File: config.mk
export PLATFORM = sky130hd
export DESIGN_NAME = bcd_score_counter
export DESIGN_NICKNAME = d
export VERILOG_FILES = /design/src/rtl/bcd_score_counter.sv
export SDC_FILE = /design/constraint.sdc
export NUM_CORES = 1
export LEC_CHECK = 0
export CORE_ASPECT_RATIO = 0.8
export CORE_UTILIZATION = 27
export CTS_CLUSTER_DIAMETER = 30
export DETAILED_ROUTE_END_ITERATION = 12
export DONT_BUFFER_PORTS = 1
export GPL_ROUTABILITY_DRIVEN = 1
export PLACE_DENSITY = 0.44
export SLEW_MARGIN = 20
export SYNTH_ARGS = -nofsm -noshare
export SYNTH_HDL_FRONTEND = slang
export SYNTH_SLANG_ARGS = --single-unit
File: constraint.sdc
create_clock -name clk -period 4.2 [get_ports clk]
set_clock_uncertainty 0.15 [all_clocks]
set_input_delay 1.05 -clock clk [delete_from_list [all_inputs] [get_ports clk]]
set_output_delay 1.05 -clock clk [all_outputs]
set_load 0.01 [all_outputs]
File: src/rtl/bcd_score_counter.sv
// Two-digit BCD up/down score counter fed by three raw push-buttons.
// Each button is synchronised, debounced and edge-detected; each accepted press steps the count once.
module bcd_score_counter #(
    parameter int DEBOUNCE_CYCLES = 500000,
    parameter bit WRAP            = 1'b0
) (
    input  logic       clk,
    input  logic       reset,
    input  logic       btn_inc,
    input  logic       btn_dec,
    input  logic       btn_clr,
    output logic [3:0] digit_hi,
    output logic [3:0] digit_lo,
    output logic       at_max,
    output logic       at_min,
    output logic       wrap_pulse
);

    localparam int CW = $clog2(DEBOUNCE_CYCLES);
    localparam logic [CW-1:0] CNT_LAST = CW'(DEBOUNCE_CYCLES - 1);

    // Button lanes: bit 0 = inc, bit 1 = dec, bit 2 = clr.
    logic [2:0]         w_raw;
    logic [2:0]         r_sync1;
    logic [2:0]         r_sync2;
    logic [2:0]         r_st;
    logic [2:0]         r_st_d;
    logic [2:0]         r_pulse;
    logic [2:0][CW-1:0] r_cnt;

    logic       w_inc;
    logic       w_dec;
    logic       w_clr;
    logic [3:0] w_hi_nx;
    logic [3:0] w_lo_nx;
    logic       w_wrap_nx;

    assign w_raw = {btn_clr, btn_dec, btn_inc};

    always_ff @(posedge clk or posedge reset) begin
        if (reset) begin
            r_sync1 <= '0;
            r_sync2 <= '0;
            r_st    <= '0;
            r_st_d  <= '0;
            r_pulse <= '0;
            r_cnt   <= '0;
        end else begin
            r_sync1 <= w_raw;
            r_sync2 <= r_sync1;
            r_st_d  <= r_st;
            r_pulse <= r_st & ~r_st_d;
            for (int unsigned i = 0; i < 3; i++) begin
                if (r_sync2[i] == r_st[i]) begin
                    r_cnt[i] <= '0;
                end else if (r_cnt[i] == CNT_LAST) begin
                    r_st[i]  <= r_sync2[i];
                    r_cnt[i] <= '0;
                end else begin
                    r_cnt[i] <= r_cnt[i] + CW'(1);
                end
            end
        end
    end

    assign w_inc = r_pulse[0];
    assign w_dec = r_pulse[1];
    assign w_clr = r_pulse[2];

    // Clear dominates; simultaneous inc and dec cancel out.
    always_comb begin
        w_hi_nx   = digit_hi;
        w_lo_nx   = digit_lo;
        w_wrap_nx = 1'b0;
        if (w_clr) begin
            w_hi_nx = 4'd0;
            w_lo_nx = 4'd0;
        end else if (w_inc && !w_dec) begin
            if (digit_lo < 4'd9) begin
                w_lo_nx = digit_lo + 4'd1;
            end else if (digit_hi < 4'd9) begin
                w_lo_nx = 4'd0;
                w_hi_nx = digit_hi + 4'd1;
            end else if (WRAP) begin
                w_hi_nx   = 4'd0;
                w_lo_nx   = 4'd0;
                w_wrap_nx = 1'b1;
            end
        end else if (w_dec && !w_inc) begin
            if (digit_lo > 4'd0) begin
                w_lo_nx = digit_lo - 4'd1;
            end else if (digit_hi > 4'd0) begin
                w_lo_nx = 4'd9;
                w_hi_nx = digit_hi - 4'd1;
            end else if (WRAP) begin
                w_hi_nx   = 4'd9;
                w_lo_nx   = 4'd9;
                w_wrap_nx = 1'b1;
            end
        end
    end

    // Flags are registered from the next digits so they line up with the digit registers.
    always_ff @(posedge clk or posedge reset) begin
        if (reset) begin
            digit_hi   <= 4'd0;
            digit_lo   <= 4'd0;
            at_max     <= 1'b0;
            at_min     <= 1'b1;
            wrap_pulse <= 1'b0;
        end else begin
            digit_hi   <= w_hi_nx;
            digit_lo   <= w_lo_nx;
            at_max     <= (w_hi_nx == 4'd9) && (w_lo_nx == 4'd9);
            at_min     <= (w_hi_nx == 4'd0) && (w_lo_nx == 4'd0);
            wrap_pulse <= w_wrap_nx;
        end
    end

endmodule
# After elaboration in Yosys (flattened, before gate mapping)
# Cells that the tools add are included.
# word_totals
ff_bits,82
inputBits,5
out_inout_bits,11
elab_cells,69
# op_classes
n_addsub,7
n_lt_le_gt_ge,4
n_eq_ne,8
n_mux,20
bitwise,5
reduce_logical,11
# op_table
cell,count
19-bit 2-to-1 mux,6
"19-bit by 1-bit adder with 19-bit output, second input constant",3
"19-bit equality test, second input constant",3
4-bit 2-to-1 mux,14
"4-bit by 1-bit adder with 4-bit output, second input constant",2
"4-bit equality test, second input constant",2
"4-bit by 1-bit greater-than comparator with 1-bit output, second input constant",2
4-bit zero test,2
"4-bit less-than comparator, second input constant",2
"4-bit by 1-bit subtractor with 4-bit output, second input constant",2
2-bit AND reduction,3
1-bit logical AND,4
3-bit AND,1
1-bit equality test,3
1-bit NOT,3
3-bit NOT,1
1-bit zero test,2

# Longest topological paths before layout
# Gate-level depths: netlist (run 1).
# depth
word_depth,8
mapped_depth,9
ltp_nobuf,8

# Least setup slack after synthesis (run 1)
# OpenSTA, ideal clock, no wires.
# synth_timing
path_kind,register -> register
startpoint,register digit_lo[0]
endpoint,register at_min
setup_time_ns,0.090
t_arrival_ns,2.336
required_ns,3.960
setup_slack_ns,1.624
stages_incl_launch_ff,10
n_path_buf,1
synth_period_minus_slack_ns,2.576
path_cell_list,dfrtp_1 inv_1 ha_1 or3b_1 buf_6 nor3_4 mux2_1 a211oi_1 or4_4 nor4_2
# synth_via
elab_chain_len,7
elab_cells_between_ends,19
classes_between,add/sub: 2; order compare: 2; mux: 12; reduce/logical: 3
# synth_lines
item,line_no,text
"start, declared",13,"output logic [3:0] digit_lo,"
"start signal, assigned",113,digit_lo <= w_lo_nx;
4-bit by 1-bit greater-than comparator with 1-bit output,90,if (digit_lo > 4'd0) begin
4-bit 2-to-1 mux,90,
4-bit 2-to-1 mux,89,end else if (w_dec && !w_inc) begin
4-bit 2-to-1 mux (*),78,end else if (w_inc && !w_dec) begin
4-bit 2-to-1 mux (*),75,if (w_clr) begin
net w_hi_nx[1],34,logic [3:0] w_hi_nx;
4-bit zero test (*),115,at_min <= (w_hi_nx == 4'd0) && (w_lo_nx == 4'd0);
1-bit logical AND (*),115,
"end signal, assigned",115,
"end, declared",15,"output logic at_min,"
# Mark *: on every way through the listed nets, which the timed path passes. The rest lies on a longest branch.
# A chain may end at the register's enable or synchronous reset.

# Final worst setup path (run 1)
# layout_timing
startpoint,register digit_lo[1]
endpoint,register at_max
# layout_via
elab_chain_len,7
elab_cells_between_ends,19
classes_between,add/sub: 2; order compare: 2; eq/ne: 2; mux: 12; reduce/logical: 1
# layout_lines
item,line_no,text
4-bit by 1-bit greater-than comparator with 1-bit output,90,
4-bit 2-to-1 mux,90,
4-bit 2-to-1 mux,89,
4-bit 2-to-1 mux (*),78,
4-bit 2-to-1 mux (*),75,
net w_hi_nx[1],34,
4-bit equality test (*),114,at_max <= (w_hi_nx == 4'd9) && (w_lo_nx == 4'd9);
1-bit logical AND (*),114,
"end signal, assigned",114,
"end, declared",14,"output logic at_max,"
# Marks and branches as above.

==> metrics.txt, run 1 <==
final setup fails 0; Switch Pwr 0.350 mW; Worst VDD drop 0.196 mV; Lkg Pwr 1.92 nW; fmax 349 MHz; Non-Filler Instances 601; Slew HR 0.511; sequential element share of the synthesized area 0.499; clk_lat worst skew 0.34 ns; Post-CTS Hold Fix Bufs 0; root buffer cell clkbuf_16; top sig layer met4; startpoint type of the worst setup path register; RSZ-0062 raised after global routing false; Core Rows 39; CP required 4.29 ns; syn_nets 426; Setup Buffers After CTS 0; # diodes 0; drt first pass iters 4; Clock power frac 0.491; status finished clean; vias in the first global route 2829; kind of critical path register to register; Post-Synthesis Cells 412; Max clock buf depth 2; all-layer global routing usage 0.113; WL final 7920 um; Avg Cell Area, Syn 9.98 um2; crit-path max cell delay 0.54 ns; Async S/R FF share, synth 1.00; Ports 16; Port-buffer cells 0; routed wire length on met3 386 um; warnings from Yosys 0; Post-Syn Area 4110 um2; H-tree depth 3; Slowest cell on crit path or4_4; initial DRC count 207; DR WL met2 3280 um; RD Place Congestion 0.852; Internal 1.32 mW; library cells used by synthesis 55; Tot Pwr 1.67 mW; fill count 1490; first-pass GRT wire length 14000 um; share of power burned in registers 0.484; P&R area growth vs syn 11.8%; nets 426; CP Capture Type register; Arrival @ worst endpoint 2.96 ns; Routed Antenna Nets 0; commonest cells after routing, fill and taps aside 81 x dfrtp_1, 74 x nor2_1, 31 x xnor2_1, 28 x nand2_1, 25 x xor2_1; switching share of power 0.210; wl on met1 4110 um; Max Cap Viol 0; PostCTS Resize Cnt 0; crit-path cells inv_1, ha_1, or3b_1, nor3_4, mux2_1, a211oi_1, or4_4, nor4_2; GR Overflow Total 0; worst min path class register to register; max-slew violation count 0; per-cell routed wire length 13.2 um; vias post-DR 2871; layout cells sized above 1 0.0791; Die Wd 140 um; Detailed Place HPWL 5500 um; Die H 112 um; Bufs and invs on worst path 1; Tightest Pin Transition 0.733 ns; TritonCTS clock tree built; post-synthesis register bit count 82; initial antenna violation count 0; most common cell after layout, fill and taps aside dfrtp_1; dominant delay contributor by cell family on the critical path simple AND/OR/NAND/NOR gates; Die Area 15700 um2; P per Cell Area 363 nW/um2; largest net degree at the start of global routing 59; detailed-route DRC error count 0; Hold Fails Final Rpt 0; number of clock buffers inserted by TritonCTS 9; CTS Sinks 82; final worst slack 1.33 ns; Post-Place Worst Slack 1.36 ns; vias per inst 4.78; Initial Utilization 0.282; Worst Path Max Fanout 9; core area 14600 um2; EDFF count, synth 0; min Tclk post-route 2.87 ns; post-route setup TNS 0 ns; Cells after DPL 585; Most used DFF post-synth dfrtp_1; clk slew on worst S/H paths 0.06 ns; Comb pwr share 0.025; Final Util 0.315; Final Cycle Share 0.683
## worst register-to-register path: cells and delay by family, from the launching register on
kind            cells  cell delay [ns]
compound gates      1             0.06
fa+ha+maj           1             0.23
buf+inv             1             0.17
flops               1             0.47
mux                 1             0.16
simple gates        4             1.53
## state kept, by name, indices dropped and copies added, names as in the netlist
name,cells
at_max,1
digit_lo,4
r_sync2,3
r_cnt,57
r_pulse,3
r_st_d,3
digit_hi,4
at_min,1
r_st,3
r_sync1,3
## layout make-up
type / instances / area, um2 / share of cell area
Clock buffer: 13 / 270 / 0.0588
Timing Repair Buffer: 2 / 15.0 / 0.00327
Tap cell: 184 / 230 / 0.0501
Inverter: 17 / 66.3 / 0.0144
Clock inverter: 3 / 46.3 / 0.0101
Sequential cell: 82 / 2050 / 0.447
Multi-Input combinational cell: 300 / 1920 / 0.417
## metrics by stage
step                hold slack, ns  instance area, um2
floorplan                    0.181                4110
global placement             0.193                4280
detailed placement           0.188                4280
CTS                          0.199                4600
global route                 0.204                4600
finish                       0.198                4600
## synthesized netlist by cell type (2+ instances only)
cell	n	area, um2
nor2b_1	7	43.8
nor2_1	74	278
xor2_1	25	219
nand2b_1	6	37.5
nand3b_1	2	15.0
a211oi_1	5	37.5
nor3b_1	2	15.0
xnor2_1	31	272
buf_2	2	10.0
and3_1	3	18.8
inv_1	17	63.8
a21oi_1	2	10.0
nor4_1	8	50.1
mux2_2	3	33.8
ha_1	9	113
nand2_1	28	105
or2_2	4	25.0
dfrtp_1	81	2030
o21ai_1	2	10.0
buf_6	3	33.8
nor4_2	2	25.0
nand4_1	10	62.6
clkbuf_1	6	22.5
nor4bb_1	2	20.0
o21ai_0	4	20.0
a41oi_1	2	17.5
nor3_1	11	55.1
nand3_1	24	120
and4_1	6	52.6
a31oi_1	3	18.8
nor4b_1	3	26.3
and2_1	2	12.5
## path summary, 6_finish.rpt
| check | slack (ns) | depth (start not counted) | end | from |
|---|---|---|---|---|
| min in group asynchronous | 0.55 | 1 | digit_lo[2]$_DFF_PP0_ | reset |
| worst max-delay path | 1.33 | 8 | at_max$_DFF_PP0_ | digit_lo[1]$_DFF_PP0_ |
| worst min-delay path | 0.20 | 0 | r_sync2[1]$_DFF_PP0_ | r_sync1[1]$_DFF_PP0_ |
| max in group asynchronous | 2.67 | 2 | r_cnt[3]$_DFF_PP0_ | reset |
| worst max register to register | 1.33 | 8 | at_max$_DFF_PP0_ | digit_lo[1]$_DFF_PP0_ |
| worst min register to register | 0.20 | 0 | r_sync2[1]$_DFF_PP0_ | r_sync1[1]$_DFF_PP0_ |
## metal layers
| layer | vias up | global-route usage |
|---|---|---|
| met5 | - | 0 |
| met4 | 0 | 0.0432 |
| met3 | 12 | 0.0367 |
| met2 | 53 | 0.162 |
| met1 | 1407 | 0.157 |
| li1 | 1399 | - |
## kinds of logic (layout without fill, tap and decap cells)
family | after synthesis | count (layout) | share of synthesized area
simple gates | 200 | 200 | 0.250
flops | 82 | 82 | 0.499
fa+ha+maj | 9 | 9 | 0.0274
mux | 5 | 5 | 0.0134
xor+xnor | 56 | 56 | 0.119
compound gates | 29 | 29 | 0.0557
buf+inv | 30 | 35 | 0.0344
other cells | 1 | 1 | 0.000912
## power by group through the flow
stage	logic, mW	registers [mW]	clock network [mW]
final	0.0413	0.809	0.821
after global routing	0.0499	0.810	0.879
after CTS	0.0437	0.808	0.848
after detailed placement	0.0435	0.823	0
after global placement	0.0434	0.823	0
after floorplan	0.0336	0.821	0
Note: power is estimated with default switching activity, not from simulation.
==> inputs of run 2 (changes only) <==
--- a/config.mk
+++ b/config.mk
@@ -11,7 +11,7 @@
 export DETAILED_ROUTE_END_ITERATION = 12
 export DONT_BUFFER_PORTS = 1
 export GPL_ROUTABILITY_DRIVEN = 1
-export PLACE_DENSITY = 0.44
+export PLACE_DENSITY = 0.46
 export SLEW_MARGIN = 20
 export SYNTH_ARGS = -nofsm -noshare
 export SYNTH_HDL_FRONTEND = slang
==> constraint.sdc (replaced) <==
create_clock -name clk -period 2.4 [get_ports clk]
set_clock_uncertainty 0.15 [all_clocks]
set_input_delay 0.6 -clock clk [delete_from_list [all_inputs] [get_ports clk]]
set_output_delay 0.6 -clock clk [all_outputs]
set_load 0.01 [all_outputs]
==> run 2 against run 1 <==
  * Clock power grew 50%
  * Die area unchanged
  * Count of clock-buffer cells in the layout is 3 lower
  * Final cell count increased by 5.2%
  * The run now ends with setup timing left
  * Worst hold slack lost 0.098 ns
  * Sequential share of layout area shrank 2.2 points
  * Largest cell class unchanged
  * Non-clock buffer count up 31
  * Design area increased by 5.3%
  * Register-to-register slack got worse by 1.3 ns
  * Critical path depth did not move
==> metrics.txt, run 2 (synthesis results as in run 1) <==
Final Cycle Share 1.00; fmax 415 MHz; initial antenna violation count 0; final setup fails 2; Tot Pwr 2.72 mW; Die Area 15700 um2; startpoint type of the worst setup path register; CP required 2.49 ns; Tightest Pin Transition 0.523 ns; vias per inst 4.68; Max clock buf depth 2; Detailed Place HPWL 5720 um; layout cells sized above 1 0.174; Hold Fails Final Rpt 0; Top Registers r_cnt (57), digit_hi (4), digit_lo (4); nets 457; P&R area growth vs syn 17.8%; Post-CTS Hold Fix Bufs 0; failing checks setup timing; # diodes 0; worst hold margin 0.100 ns; Lkg Pwr 2.06 nW; all-layer global routing usage 0.116; Initial Utilization 0.282; P per Cell Area 561 nW/um2; initial DRC count 188; RD Place Congestion 0.903; Cells after DPL 614; clk_lat worst skew 0.33 ns; RSZ-0062 raised after global routing true; largest net degree at the start of global routing 83; Largest Register r_cnt; max FFs per register 57; Ports 16; first-pass GRT wire length 14700 um; Design Area, Final 4840 um2; CP Capture Type register; Worst VDD drop 0.325 mV; per-cell routed wire length 12.9 um; kind of critical path register to register; WL final 8180 um; TritonCTS clock tree built; most common cell after layout, fill and taps aside dfrtp_1; commonest cells after routing, fill and taps aside 79 x dfrtp_1, 73 x nor2_1, 32 x buf_4, 31 x xnor2_1, 28 x nand2_1; worst min path class input port to asynchronous set/reset pin; CTS Sinks 82; status complete, but fails checks; Routed Antenna Nets 0; final worst slack -0.00977 ns; Die H 112 um; Port-buffer cells 0; min Tclk post-route 2.41 ns; Slew HR 0.647; Post-Place Worst Slack -0.146 ns; max-slew violation count 0; root buffer cell clkbuf_16; number of clock buffers inserted by TritonCTS 9; vias in the first global route 3023; Worst Path Max Fanout 3; Arrival @ worst endpoint 2.50 ns; Non-Filler Instances 632; GR Overflow Total 0; Max Cap Viol 0; clk slew on worst S/H paths 0.06 ns; core area 14600 um2; drt first pass iters 4; vias post-DR 2959; H-tree depth 3; Placed Area 4540 um2; Core Rows 39; detailed-route DRC error count 0; Die Wd 140 um
[run 2: cell count changes in the layout (fill, tap and decap cells not counted), moves of 2 or more]
cell / change
buf_4: +30
clkinv_2: +5
clkbuf_8: -3
inv_1: -3
dfrtp_1: -2
dfrtp_2: +2
ha_1: -2
inv_2: +2
[run 2: report_power, final]
group          total [mW]  internal, mW  switching [mW]
Combinational      0.0732        0.0191          0.0541
Clock                1.23         0.693           0.535
Sequential           1.42          1.40          0.0154
Total                2.72          2.11           0.605
[run 2: timing repair]
action | in CTS | in global routing
gates resized for setup | 5 | 3
pin swaps | 2 | 0
endpoints found under the setup margin | 2 | 2
buffers inserted | 2 | 0
[run 2: final timing paths]
kind | slack (ns) | cells past startpoint | end | startpoint
setup / recovery | -0.01 | 8 | at_max$_DFF_PP0_ | digit_hi[1]$_DFF_PP0_
hold / removal | 0.10 | 2 | r_cnt[13]$_DFF_PP0_ | reset
setup reg to reg | -0.01 | 8 | at_max$_DFF_PP0_ | digit_hi[1]$_DFF_PP0_
hold reg to reg | 0.20 | 0 | r_sync2[1]$_DFF_PP0_ | r_sync1[1]$_DFF_PP0_
max in group asynchronous | 1.62 | 2 | at_min$_DFF_PP1_ | reset
min in group clk | 0.14 | 0 | r_sync1[0]$_DFF_PP0_ | btn_inc
[run 2: worst max-delay path, stage by stage, from the launching register on]
cell,delay (ns)
dfrtp_1,0.37
inv_1,0.10
ha_1,0.19
or3b_2,0.48
nand2_1,0.12
o21ai_1,0.07
o211a_2,0.14
or4_4,0.55
nor4_2,0.14
[run 2: cell type report]
cell class | instances | area [um2]
fillers | 1442 | 9750
clock buffers | 10 | 229
clock inverters | 6 | 33.8
flip-flops and latches | 82 | 2060
repair buffers | 33 | 260
well taps | 184 | 230
multi-input cells | 300 | 1960
inverters | 17 | 70.1
[run 2: per-layer routing]
metal / vias up / wire, um / track usage
li1: 1465 / - / -
met1: 1421 / 4160 / 0.162
met2: 60 / 3560 / 0.173
met3: 13 / 344 / 0.0337
met4: 0 / 114 / 0.0359
met5: - / 0 / 0
[run 2: per-stage QoR]
step | utilization | TNS (ns)
after floorplan | - | -0.0941
after global placement | 0.311 | -0.145
after detailed placement | 0.311 | -0.279
after CTS | 0.332 | -0.0346
after global routing | 0.332 | -0.226
final | 0.332 | -0.0124
